## config.mk

```make
export PLATFORM = sky130hd
export DESIGN_NAME = bus_source_arbiter_3ch_flat
export DESIGN_NICKNAME = d
export VERILOG_FILES = /design/src/rtl/bus_source_arbiter_3ch_if.sv /design/src/rtl/bus_source_arbiter_3ch.sv /design/src/flat_wrapper.sv
export SDC_FILE = /design/constraint.sdc
export NUM_CORES = 1
export LEC_CHECK = 0
export CAP_MARGIN = 10
export CORE_MARGIN = 4
export CORE_UTILIZATION = 35
export DETAILED_ROUTE_END_ITERATION = 8
export HOLD_SLACK_MARGIN = 0.12
export SLEW_MARGIN = 10
export SYNTH_ARGS = -nofsm -noshare
export SYNTH_HDL_FRONTEND = slang
export SYNTH_SLANG_ARGS = --single-unit
```

## constraint.sdc

```tcl
create_clock -name clk -period 2.9 [get_ports clk]
set_clock_uncertainty 0.2 [all_clocks]
set_input_delay 0.58 -clock clk [delete_from_list [all_inputs] [get_ports clk]]
set_output_delay 0.58 -clock clk [all_outputs]
set_load 0.01 [all_outputs]
```

## src/rtl/bus_source_arbiter_3ch_if.sv

```systemverilog
// Bus-side signals between the three request sources, the arbiter and the
// downstream 3-channel mux/consumer.
interface bus_source_arbiter_3ch_if;
    logic [2:0] req;
    logic [1:0] sel;
    logic [2:0] grant;
    logic       valid;

    modport master (
        input  req,
        output sel,
        output grant,
        output valid
    );

    modport slave (
        output req,
        input  sel,
        input  grant,
        input  valid
    );
endinterface

```

## src/rtl/bus_source_arbiter_3ch.sv

```systemverilog
// Round-robin arbiter (A->B->C->A) driving the select of a 3-channel bus mux,
// with a hold limit that forces rotation when another channel is waiting.
module bus_source_arbiter_3ch #(
    parameter int unsigned MAX_HOLD = 4
) (
    input logic                      clk,
    input logic                      rst,
    bus_source_arbiter_3ch_if.master bus
);

    localparam int unsigned CNT_W = (MAX_HOLD > 1) ? $clog2(MAX_HOLD) : 1;
    localparam logic [CNT_W-1:0] HOLD_LAST = CNT_W'(MAX_HOLD - 1);

    typedef enum logic [1:0] {
        StIdle,
        StOwnA,
        StOwnB,
        StOwnC
    } state_e;

    state_e           state_q, state_d;
    logic [1:0]       last_q, last_d;
    logic [1:0]       sel_q, sel_d;
    logic [CNT_W-1:0] hold_q, hold_d;

    logic       go;
    logic [1:0] go_ch;
    logic [1:0] own;
    logic [2:0] others;

    // First requester strictly after ref_ch in A->B->C order, ref_ch itself last.
    function automatic logic [1:0] pick(input logic [1:0] ref_ch, input logic [2:0] mask);
        logic [1:0] ch;
        case (ref_ch)
            2'd0: begin
                if (mask[1])      ch = 2'd1;
                else if (mask[2]) ch = 2'd2;
                else              ch = 2'd0;
            end
            2'd1: begin
                if (mask[2])      ch = 2'd2;
                else if (mask[0]) ch = 2'd0;
                else              ch = 2'd1;
            end
            default: begin
                if (mask[0])      ch = 2'd0;
                else if (mask[1]) ch = 2'd1;
                else              ch = 2'd2;
            end
        endcase
        return ch;
    endfunction

    function automatic state_e own_state(input logic [1:0] ch);
        state_e st;
        case (ch)
            2'd0:    st = StOwnA;
            2'd1:    st = StOwnB;
            default: st = StOwnC;
        endcase
        return st;
    endfunction

    always_comb begin
        state_d = state_q;
        last_d  = last_q;
        sel_d   = sel_q;
        hold_d  = hold_q;
        go      = 1'b0;
        go_ch   = 2'd0;
        own     = 2'd0;
        others  = 3'b000;

        unique case (state_q)
            StIdle: begin
                if (|bus.req) begin
                    go    = 1'b1;
                    go_ch = pick(last_q, bus.req);
                end
            end
            default: begin
                own    = (state_q == StOwnA) ? 2'd0 : (state_q == StOwnB) ? 2'd1 : 2'd2;
                others = bus.req & ~(3'b001 << own);
                if (!bus.req[own]) begin
                    if (|others) begin
                        go    = 1'b1;
                        go_ch = pick(own, others);
                    end else begin
                        state_d = StIdle;
                    end
                end else if ((hold_q == HOLD_LAST) && (|others)) begin
                    go    = 1'b1;
                    go_ch = pick(own, others);
                end else if (hold_q != HOLD_LAST) begin
                    hold_d = hold_q + CNT_W'(1);
                end
            end
        endcase

        if (go) begin
            state_d = own_state(go_ch);
            hold_d  = '0;
            last_d  = go_ch;
            sel_d   = go_ch;
        end
    end

    always_ff @(posedge clk or negedge rst) begin
        if (!rst) begin
            state_q <= StIdle;
            last_q  <= 2'd2;
            sel_q   <= 2'd0;
            hold_q  <= '0;
        end else begin
            state_q <= state_d;
            last_q  <= last_d;
            sel_q   <= sel_d;
            hold_q  <= hold_d;
        end
    end

    // Outputs depend only on flops; sel holds its last value while idle.
    always_comb begin
        bus.sel   = sel_q;
        bus.valid = (state_q != StIdle);
        unique case (state_q)
            StOwnA:  bus.grant = 3'b001;
            StOwnB:  bus.grant = 3'b010;
            StOwnC:  bus.grant = 3'b100;
            default: bus.grant = 3'b000;
        endcase
    end

endmodule
```

## src/flat_wrapper.sv

```systemverilog
// flat-port wrapper written by rule: the top's interface ports become plain ports
module bus_source_arbiter_3ch_flat 
#(
    parameter int unsigned MAX_HOLD = 4
)
  (clk, rst, bus_req, bus_sel, bus_grant, bus_valid);
  bus_source_arbiter_3ch_if bus_i ();
  input logic clk;
  input logic rst;
  input wire logic [$bits(bus_i.req)-1:0] bus_req;
  output wire logic [$bits(bus_i.sel)-1:0] bus_sel;
  output wire logic [$bits(bus_i.grant)-1:0] bus_grant;
  output wire logic [$bits(bus_i.valid)-1:0] bus_valid;
  assign bus_i.req = bus_req;
  assign bus_sel = bus_i.sel;
  assign bus_grant = bus_i.grant;
  assign bus_valid = bus_i.valid;
  bus_source_arbiter_3ch #(.MAX_HOLD(MAX_HOLD)) u_core (.clk(clk), .rst(rst), .bus(bus_i));
endmodule
```

Word level (Yosys, flattened, before mapping)
Cells that the tools add are included.
- register bits: 8
- output and inout bits: 6
- logic and storage cells: 72
- mux-type cells: 39
- add/subtract/negate cells: 1
- shift operators: 1
- equal/unequal tests: 12
- reductions and logical operators: 12
- bitwise operators: 2
- $lt $le $gt $ge: 1
- operator list (operator ; count):
    $mux W2 ; 26
    $pmux W2 S2 ; 3
    $pmux W3 S3 ; 1
    $eq A2 B1 Y1 const B ; 4
    $logic_not A2 Y1 ; 4
    $mux W1 ; 8
    $ne A2 B1 Y1 const B ; 4
    $eq A2 B2 Y1 const B ; 3
    $reduce_bool A2 Y1 ; 3
    $reduce_or A3 Y1 ; 2
    $reduce_and A4 Y1 ; 1
    $and A3 B3 Y3 ; 1
    $lt A2 B3 Y1 const B ; 1
    $not A3 Y3 ; 1
    $reduce_and A3 Y1 ; 1
    $shl A1 B2 Y3 const A ; 1
    $add A2 B1 Y2 const B ; 1
    $bmux W1 S2 ; 1
    $ne A2 B2 Y1 const B ; 1
    $logic_and A1 B1 Y1 ; 1

Logic depth before layout (Yosys ltp)
Gate-level depths: netlist (run 1).
- word-level depth: 15
- depth in mapped cells: 7
- gate-level depth less buffers: 6

Worst setup path after synthesis (run 1)
OpenSTA, ideal clock, no wires.
- path type: reg-to-reg
- start: register u_core.state_q[0]
- end: register u_core.state_q[1]
- arrival time: 1.706 ns
- path slack: 0.865 ns
- setup time: 0.129 ns
- buffers on the path: 0
- clock period less this slack: 2.035 ns
- data required time: 2.571 ns
- stages on the path, launching flop included: 7
- cell sequence: dfrtp_1 inv_1 ha_1 mux2i_1 o32a_4 and3_4 a2111o_1
- cells in the longest elaborated chain, start to end: 15
- elaborated cells between the ends (all ways): 37
- those cells by class: 7 x eq/ne; 1 x shift; 21 x mux; 2 x bitwise; 6 x reduce/logical
- RTL lines (what ; RTL line ; source):
    start, declared ; bus_source_arbiter_3ch.sv:21 ; state_e state_q, state_d;
    start signal, assigned ; bus_source_arbiter_3ch.sv:110 ; state_q <= StIdle;
    start signal, assigned ; bus_source_arbiter_3ch.sv:115 ; state_q <= state_d;
    $eq A2 B2 Y1 ; bus_source_arbiter_3ch.sv:82 ; own = (state_q == StOwnA) ? 2'd0 : (state_q == StOwnB) ? 2'd1 : 2'd2;
    $mux W2 (2 in a row) ; bus_source_arbiter_3ch.sv:82 ;
    $shl A1 B2 Y3 ; bus_source_arbiter_3ch.sv:83 ; others = bus.req & ~(3'b001 << own);
    $not A3 Y3 ; bus_source_arbiter_3ch.sv:83 ;
    $and A3 B3 Y3 ; bus_source_arbiter_3ch.sv:83 ;
    $mux W2 (tied with other cells) ; bus_source_arbiter_3ch.sv:47 ; else if (mask[1]) ch = 2'd1;
    $mux W2, on equally long branches ; bus_source_arbiter_3ch.sv:46, bus_source_arbiter_3ch.sv:36, bus_source_arbiter_3ch.sv:41 ;
    $pmux W2 S2 ; bus_source_arbiter_3ch.sv:34 ; case (ref_ch)
    $mux W2, on equally long branches ; bus_source_arbiter_3ch.sv:85, bus_source_arbiter_3ch.sv:91 ;
    $mux W2 ; bus_source_arbiter_3ch.sv:84 ; if (!bus.req[own]) begin
    $mux W2 ; bus_source_arbiter_3ch.sv:74 ; unique case (state_q)
    $eq A2 B1 Y1 / $logic_not A2 Y1 (equally long branches) ; bus_source_arbiter_3ch.sv:56 ; case (ch)
    $pmux W2 S2 ; bus_source_arbiter_3ch.sv:56 ;
    $mux W2 ; bus_source_arbiter_3ch.sv:100 ; if (go) begin
Several ways; a longest one is shown, not always the timed one. The select of a mux whose other input is x is not followed.
A chain may end at the register's enable or synchronous reset.

Worst setup path in the final report (run 1)
- start: register u_core.state_q[0]
- end: output bus_valid
- cells in the longest elaborated chain, start to end: 1
- RTL lines (what ; RTL line ; source):
    $reduce_bool A2 Y1 ; bus_source_arbiter_3ch.sv:125 ; bus.valid = (state_q != StIdle);
    end, declared ; flat_wrapper.sv:13 ; output wire logic [$bits(bus_i.valid)-1:0] bus_valid;
Every way passes these cells.

==> run summary, run 1 <==
### Routing
- DRC: 0
- detail-routed net length per standard cell: 14.3 µm
- post-DR vias/cell: 5.66
- Pre-Repair DR Iteration Count: 4
- violation count after the first detailed-route iteration: 8
- post-detailed-routing wire length: 1.26 mm
- via total after detailed routing: 498
- Post-DRT Antenna Nets: 0

### Worst setup path
- CP dominant cell by count: sky130_fd_sc_hd__inv_1
- cell at the slowest stage of the critical path: sky130_fd_sc_hd__clkdlybuf4s50_1
- arrival time reported for the critical path endpoint: 1.70 ns
- required time of the critical path: 2.12 ns
- Reg2Reg Launch Point: u_core.state_q[0]
- worst reg2reg setup slack: 0.69 ns
- crit path capture type: output port
- Worst Setup SP: u_core.state_q[0]
- critical setup path kind: register to output port
- worst reg2reg endpoint: u_core.state_q[1]
- cells along the critical path: inv_1, ha_1, inv_1, clkdlybuf4s50_1
- maximum fanout along the worst path: 9
- number of cells traversed by the worst register-to-register path: 6
- crit path launch type: register
- worst stage delay on the critical path: 0.54 ns

### Clock network
- clock tree sinks: 7
- H-tree depth reported by CTS: 1
- Worst-Skew Late Latency: 0.24 ns
- clock-pin slew on the worst setup and hold paths: 0.05 ns
- clock tree from TritonCTS: yes
- CTS max path bufs: 2
- Post-CTS Setup Repair Bufs: 0
- total clock buffers created by CTS: 3
- Clk Tree Root Cell: sky130_fd_sc_hd__clkbuf_4
- count of hold-fix buffers inserted at cts: 0
- quantity of gates resized following cts: 0

### Placed design
- DP HPWL: 948 µm
- last weighted congestion value of the routability-driven placer: 0.832
- pre-CTS WS: 0.365 ns
- count of port buffers added during placement: 10

### Timing
- final worst path period share: 0.856
- crit path setup slack, layout: 0.417 ns
- relative max-transition margin: 0.728
- transition at the pin with the smallest max-transition slack: 0.407 ns
- final critical path time including I/O delays and setup: 2.48 ns
- setup TNS: 0 ns
- final hold violation count: 0
- Final Slew Violations: 0
- Final Setup Violations: 0
- achievable clock frequency: 403 MHz
- setup repair after global routing missed its margin: false

### Synth
- synthesized net count: 69
- post-synthesis instance area: 584 µm²
- EDFF count, synth: 0
- parity-gate share of the synthesized area counting xor and xnor cells: 0.0150
- part of the Yosys area used for sequential elements: 0.302
- share of async-settable or async-resettable flops after synthesis: 1.00
- number of synthesized register bits: 7
- simple-gate share of the synthesized area: 0.212
- portion of netlist area occupied by mux cells: 0.0343
- count of warnings emitted by yosys: 0
- combinational family with the most area after synthesis: compound AO/OA/AOI/OAI gates
- Post-Syn Area per Cell: 9.90 µm²
- count of distinct cell types in the synthesized netlist: 38
- synthesized-area fraction occupied by ao, oa, aoi and oai cells: 0.272
- synthesized instance count: 59
- Adder-Cell Fraction of Synth Area: 0.107
- top flip-flop cell by instance count after synthesis: sky130_fd_sc_hd__dfrtp_1

### Floorplanning
- die height: 48.9 µm
- count of standard-cell rows: 14
- Die Area: 0.00239 mm²
- initial standard-cell utilization of the core: 0.379
- Boundary Pins: 11
- x dimension of the die: 48.9 µm
- total core area: 0.00154 mm²

### Worst hold path
- worst hold start: u_core.bus.sel[1]
- Hold EP: u_core.bus.sel[1]
- class of the worst hold path: register to register
- cell count of the worst hold path: 1

### Cells and area
- commonest cells after routing, fill and taps aside: sky130_fd_sc_hd__clkdlybuf4s50_1 (10), sky130_fd_sc_hd__dfrtp_1 (6), sky130_fd_sc_hd__ha_1 (5)
- ratio of cells with drive above 1 in the final layout: 0.167
- total inserted antenna cells: 0
- multi-input combinational cell area: 374 µm²
- Fillers: 154
- leading cell type in the layout, fill and taps excluded: sky130_fd_sc_hd__clkdlybuf4s50_1
- Storage cell area: 176 µm²
- post-synthesis to final-layout area growth: 23.1%
- count of nets after finishing: 83

### Power and ir drop
- fraction of power consumed by the clock network: 0.099
- power density over the cells: 1190 mW/mm²
- leakage power total: 0.000327 µW
- switching part of the total power: 0.411
- total power of the final layout: 857 µW
- Max rail drop VDD: 0.583 mV
- Internal Dissipation: 505 µW
- net switching component of the power: 352 µW
- Logic pwr share: 0.679
- part of the total power dissipated in sequential elements: 0.221

### Run
- number of max-cap violations: 0

### GRT
- wire length of the first global-routing pass: 2.24 mm
- gr ovfl total: 0
- antenna violations before repair: 0
- maximum number of pins on one net before global-route repair: 10
- number of global-route vias before repair: 483
- total routing usage reported by global routing: 0.112

### Status
- result of the run: complete, no violations

==> worst max-delay path by stage <==
| stage | endpoint | slack (ns) | cells after the start |
|---|---|---|---|
| 2_1_floorplan | u_core.state_q[1] | 0.87 | 6 |
| 3_3_place_gp | u_core.state_q[1] | 0.39 | 5 |
| 3_5_place_dp | u_core.state_q[1] | 0.37 | 5 |
| 4_1_cts | bus_valid | 0.39 | 4 |
| 5_1_grt | bus_valid | 0.29 | 4 |
| 6_report | bus_valid | 0.42 | 4 |
==> state kept, by name, summed over array words and instances (netlist names) <==
name            flops
u_core.bus.sel      2
u_core.hold_q       2
u_core.last_q       1
u_core.state_q      2
==> Yosys cell counts, drive strengths merged (2+ instances only) <==
master / count / area share
buf: 2 / 0.032
a21o: 2 / 0.026
ha: 5 / 0.11
a21oi: 3 / 0.032
nand2b: 3 / 0.032
inv: 4 / 0.026
nor2b: 3 / 0.032
mux2i: 2 / 0.034
dfrtp: 6 / 0.26
and3: 2 / 0.032
nand2: 3 / 0.019
==> kinds of logic (layout without fill, tap and decap cells) <==
kind of cell | Yosys count | count (layout)
fa+ha+maj | 5 | 5
flops | 7 | 7
xor+xnor | 1 | 1
simple gates | 20 | 20
mux | 2 | 2
buf+inv | 6 | 19
compound gates | 18 | 18
==> per-stage QoR <==
step,util,instances,hold slack (ns),cell area [µm²]
global route,0.467,88,0.340,719
finish,0.467,88,0.290,719
global placement,0.450,84,0.263,693
floorplan,-,59,0.0844,584
CTS,0.467,88,0.302,719
detailed placement,0.450,84,0.269,693
==> area by class of cell <==
class,instances,share of cell area
Sequential cell,7,0.245
Inverter,4,0.0209
Multi-Input combinational cell,46,0.520
Timing Repair Buffer,11,0.150
Clock buffer,4,0.0365
Tap cell,16,0.0278
==> worst max-delay path: cells and delay by family (launching register included) <==
family,cells,cell delay [ns]
buffers and inverters,3,0.76
adders and majority gates,1,0.30
DFF,1,0.40
==> power by group through the flow <==
stage / clock network (µW) / logic (µW) / registers [µW]
after global placement: 0 / 579 / 190
after CTS: 90.3 / 583 / 191
after floorplan: 0 / 436 / 183
after detailed placement: 0 / 579 / 192
after global routing: 96.6 / 642 / 197
final: 85.1 / 582 / 190
==> per-layer routing <==
layer	track usage	vias up	wire length [µm]
li1	-	249	-
met4	0.0493	0	0
met3	0.0214	0	74
met2	0.165	15	575
met5	0	-	0
met1	0.157	234	604
Note: power is estimated with default switching activity, not from simulation.
==> run 2, diff against run 1 <==
CORE_UTILIZATION = 37   (was 35)
==> run 2 against run 1 <==
Sequential cell count is the same. First-iteration DRC count grew 140%. Worst hold slack lost 0.0053 ns. Critical path depth is the same. Sequential power is essentially flat. Register-to-register slack gained 0.02 ns. Die area shrank 4.5%. Sequential share of layout area is the same. Combinational power is essentially flat.
==> run summary, run 2 (synthesis results as in run 1) <==
### Worst setup path
- required time of the critical path: 2.12 ns, about the same
- arrival time reported for the critical path endpoint: 1.70 ns, about the same
- crit path launch type: register
- Reg2Reg Launch Point: u_core.state_q[0]
- crit path capture type: output port
- critical setup path kind: register to output port
- maximum fanout along the worst path: 9, unchanged
- Worst Setup SP: u_core.state_q[0]

### Cells and area
- commonest cells after routing, fill and taps aside: sky130_fd_sc_hd__clkdlybuf4s50_1 (10), sky130_fd_sc_hd__dfrtp_1 (6), sky130_fd_sc_hd__ha_1 (5)
- ratio of cells with drive above 1 in the final layout: 0.167, unchanged
- count of nets after finishing: 83, unchanged
- total inserted antenna cells: 0, unchanged
- post-layout instance area: 719 µm², unchanged
- post-synthesis to final-layout area growth: 23.1%, unchanged
- Fillers: 153, -0.65%
- leading cell type in the layout, fill and taps excluded: sky130_fd_sc_hd__clkdlybuf4s50_1

### Floorplanning
- Boundary Pins: 11, unchanged
- initial standard-cell utilization of the core: 0.388, +0.00882
- die height: 47.7 µm, -2.3%
- count of standard-cell rows: 14, unchanged
- total core area: 0.00151 mm², -2.3%
- Die Area: 0.00228 mm², -4.5%
- x dimension of the die: 47.7 µm, -2.3%

### Timing
- final hold violation count: 0, unchanged
- setup repair after global routing missed its margin: false
- Final Setup Violations: 0, unchanged
- achievable clock frequency: 402 MHz, about the same
- final worst path period share: 0.857, about the same
- relative max-transition margin: 0.757, +0.0290
- setup TNS: 0 ns, unchanged
- final worst hold slack: 0.284 ns, -0.00531 ns
- final critical path time including I/O delays and setup: 2.48 ns, +0.00130 ns
- transition at the pin with the smallest max-transition slack: 0.364 ns, -0.0434 ns
- Final Slew Violations: 0, unchanged

### Routing
- Post-DRT Antenna Nets: 0, unchanged
- post-DR vias/cell: 5.64, -0.40%
- violation count after the first detailed-route iteration: 19, +11
- DRC: 0, unchanged
- post-detailed-routing wire length: 1.26 mm, +0.16%
- Pre-Repair DR Iteration Count: 4, unchanged
- via total after detailed routing: 496, -0.40%
- detail-routed net length per standard cell: 14.3 µm, +0.16%

### Run
- number of max-cap violations: 0, unchanged

### GRT
- maximum number of pins on one net before global-route repair: 10, unchanged
- total routing usage reported by global routing: 0.129, +0.0168
- wire length of the first global-routing pass: 2.06 mm, -8.0%
- number of global-route vias before repair: 488, +1.0%
- antenna violations before repair: 0, unchanged
- gr ovfl total: 0, unchanged

### Clock network
- count of hold-fix buffers inserted at cts: 0, unchanged
- Clk Tree Root Cell: sky130_fd_sc_hd__clkbuf_4
- Worst-Skew Late Latency: 0.25 ns, about the same
- clock-pin slew on the worst setup and hold paths: 0.05 ns, about the same
- CTS max path bufs: 2, unchanged
- quantity of gates resized following cts: 0, unchanged
- clock tree from TritonCTS: yes
- Post-CTS Setup Repair Bufs: 0, unchanged
- total clock buffers created by CTS: 3, unchanged
- H-tree depth reported by CTS: 1, unchanged
- clock tree sinks: 7, unchanged

### Worst hold path
- worst hold start: u_core.bus.sel[1]
- class of the worst hold path: register to register

### Placed design
- Placement Cell Area: 693 µm², unchanged
- DP HPWL: 916 µm, -3.4%
- last weighted congestion value of the routability-driven placer: 0.864, +3.9%
- count of port buffers added during placement: 10, unchanged

### Power and ir drop
- Max rail drop VDD: 0.492 mV, -16%
- leakage power total: 0.000327 µW, unchanged
- power density over the cells: 1190 mW/mm², about the same
- total power of the final layout: 857 µW, about the same

### Status
- result of the run: complete, no violations

[run 2: cell counts in the layout (fill, tap and decap cells not counted)]
Identical to the previous run, type by type.
[run 2: cell type report]
type	count	area [µm²]	share of cell area
clock buffers	4	26.3	0.0365
repair buffers	11	108	0.150
inverters	4	15.0	0.0209
multi-input cells	46	374	0.520
flip-flops and latches	7	176	0.245
well taps	16	20.0	0.0278
[run 2: metrics by stage]
step / setup WS, ns / utilization / cells
after floorplan: 0.865 / - / 59
after global routing: 0.303 / 0.478 / 88
after global placement: 0.400 / 0.460 / 84
after detailed placement: 0.395 / 0.460 / 84
final: 0.416 / 0.478 / 88
after CTS: 0.385 / 0.478 / 88
[run 2: power breakdown]
group / switching, µW / total (µW) / internal [µW]
registers: 41.0 / 191 / 150
clock network: 35.0 / 87.4 / 52.5
logic: 276 / 579 / 302
total: 353 / 857 / 505
[run 2: final timing paths]
path	endpoint	slack [ns]	cells past startpoint
setup / recovery	bus_valid	0.42	4
hold / removal	u_core.bus.sel[1]	0.28	1
setup reg to reg	u_core.state_q[1]	0.71	6
hold reg to reg	u_core.bus.sel[1]	0.28	1
max in group asynchronous	u_core.last_q[1]	1.82	1
min in group asynchronous	u_core.bus.sel[1]	0.39	1
[run 2: worst max-delay path, stage by stage (launching register included)]
cell	delay [ns]
sky130_fd_sc_hd__dfrtp_1	0.41
sky130_fd_sc_hd__inv_1	0.08
sky130_fd_sc_hd__ha_1	0.30
sky130_fd_sc_hd__inv_1	0.13
sky130_fd_sc_hd__clkdlybuf4s50_1	0.54
[run 2: routing by layer]
| metal | vias to the layer above | global-route usage | share of wire |
|---|---|---|---|
| met5 | - | 0 | 0 |
| met4 | 0 | 0.0806 | 0.0048 |
| met3 | 2 | 0.0113 | 0.041 |
| met2 | 10 | 0.203 | 0.49 |
| met1 | 237 | 0.168 | 0.47 |
| li1 | 247 | - | - |
==> run 3, diff against run 2 <==
CAP_MARGIN = unset   (was 10)
==> results of run 3 <==
Final layout, timing and power as in run 2 (identical DEF).
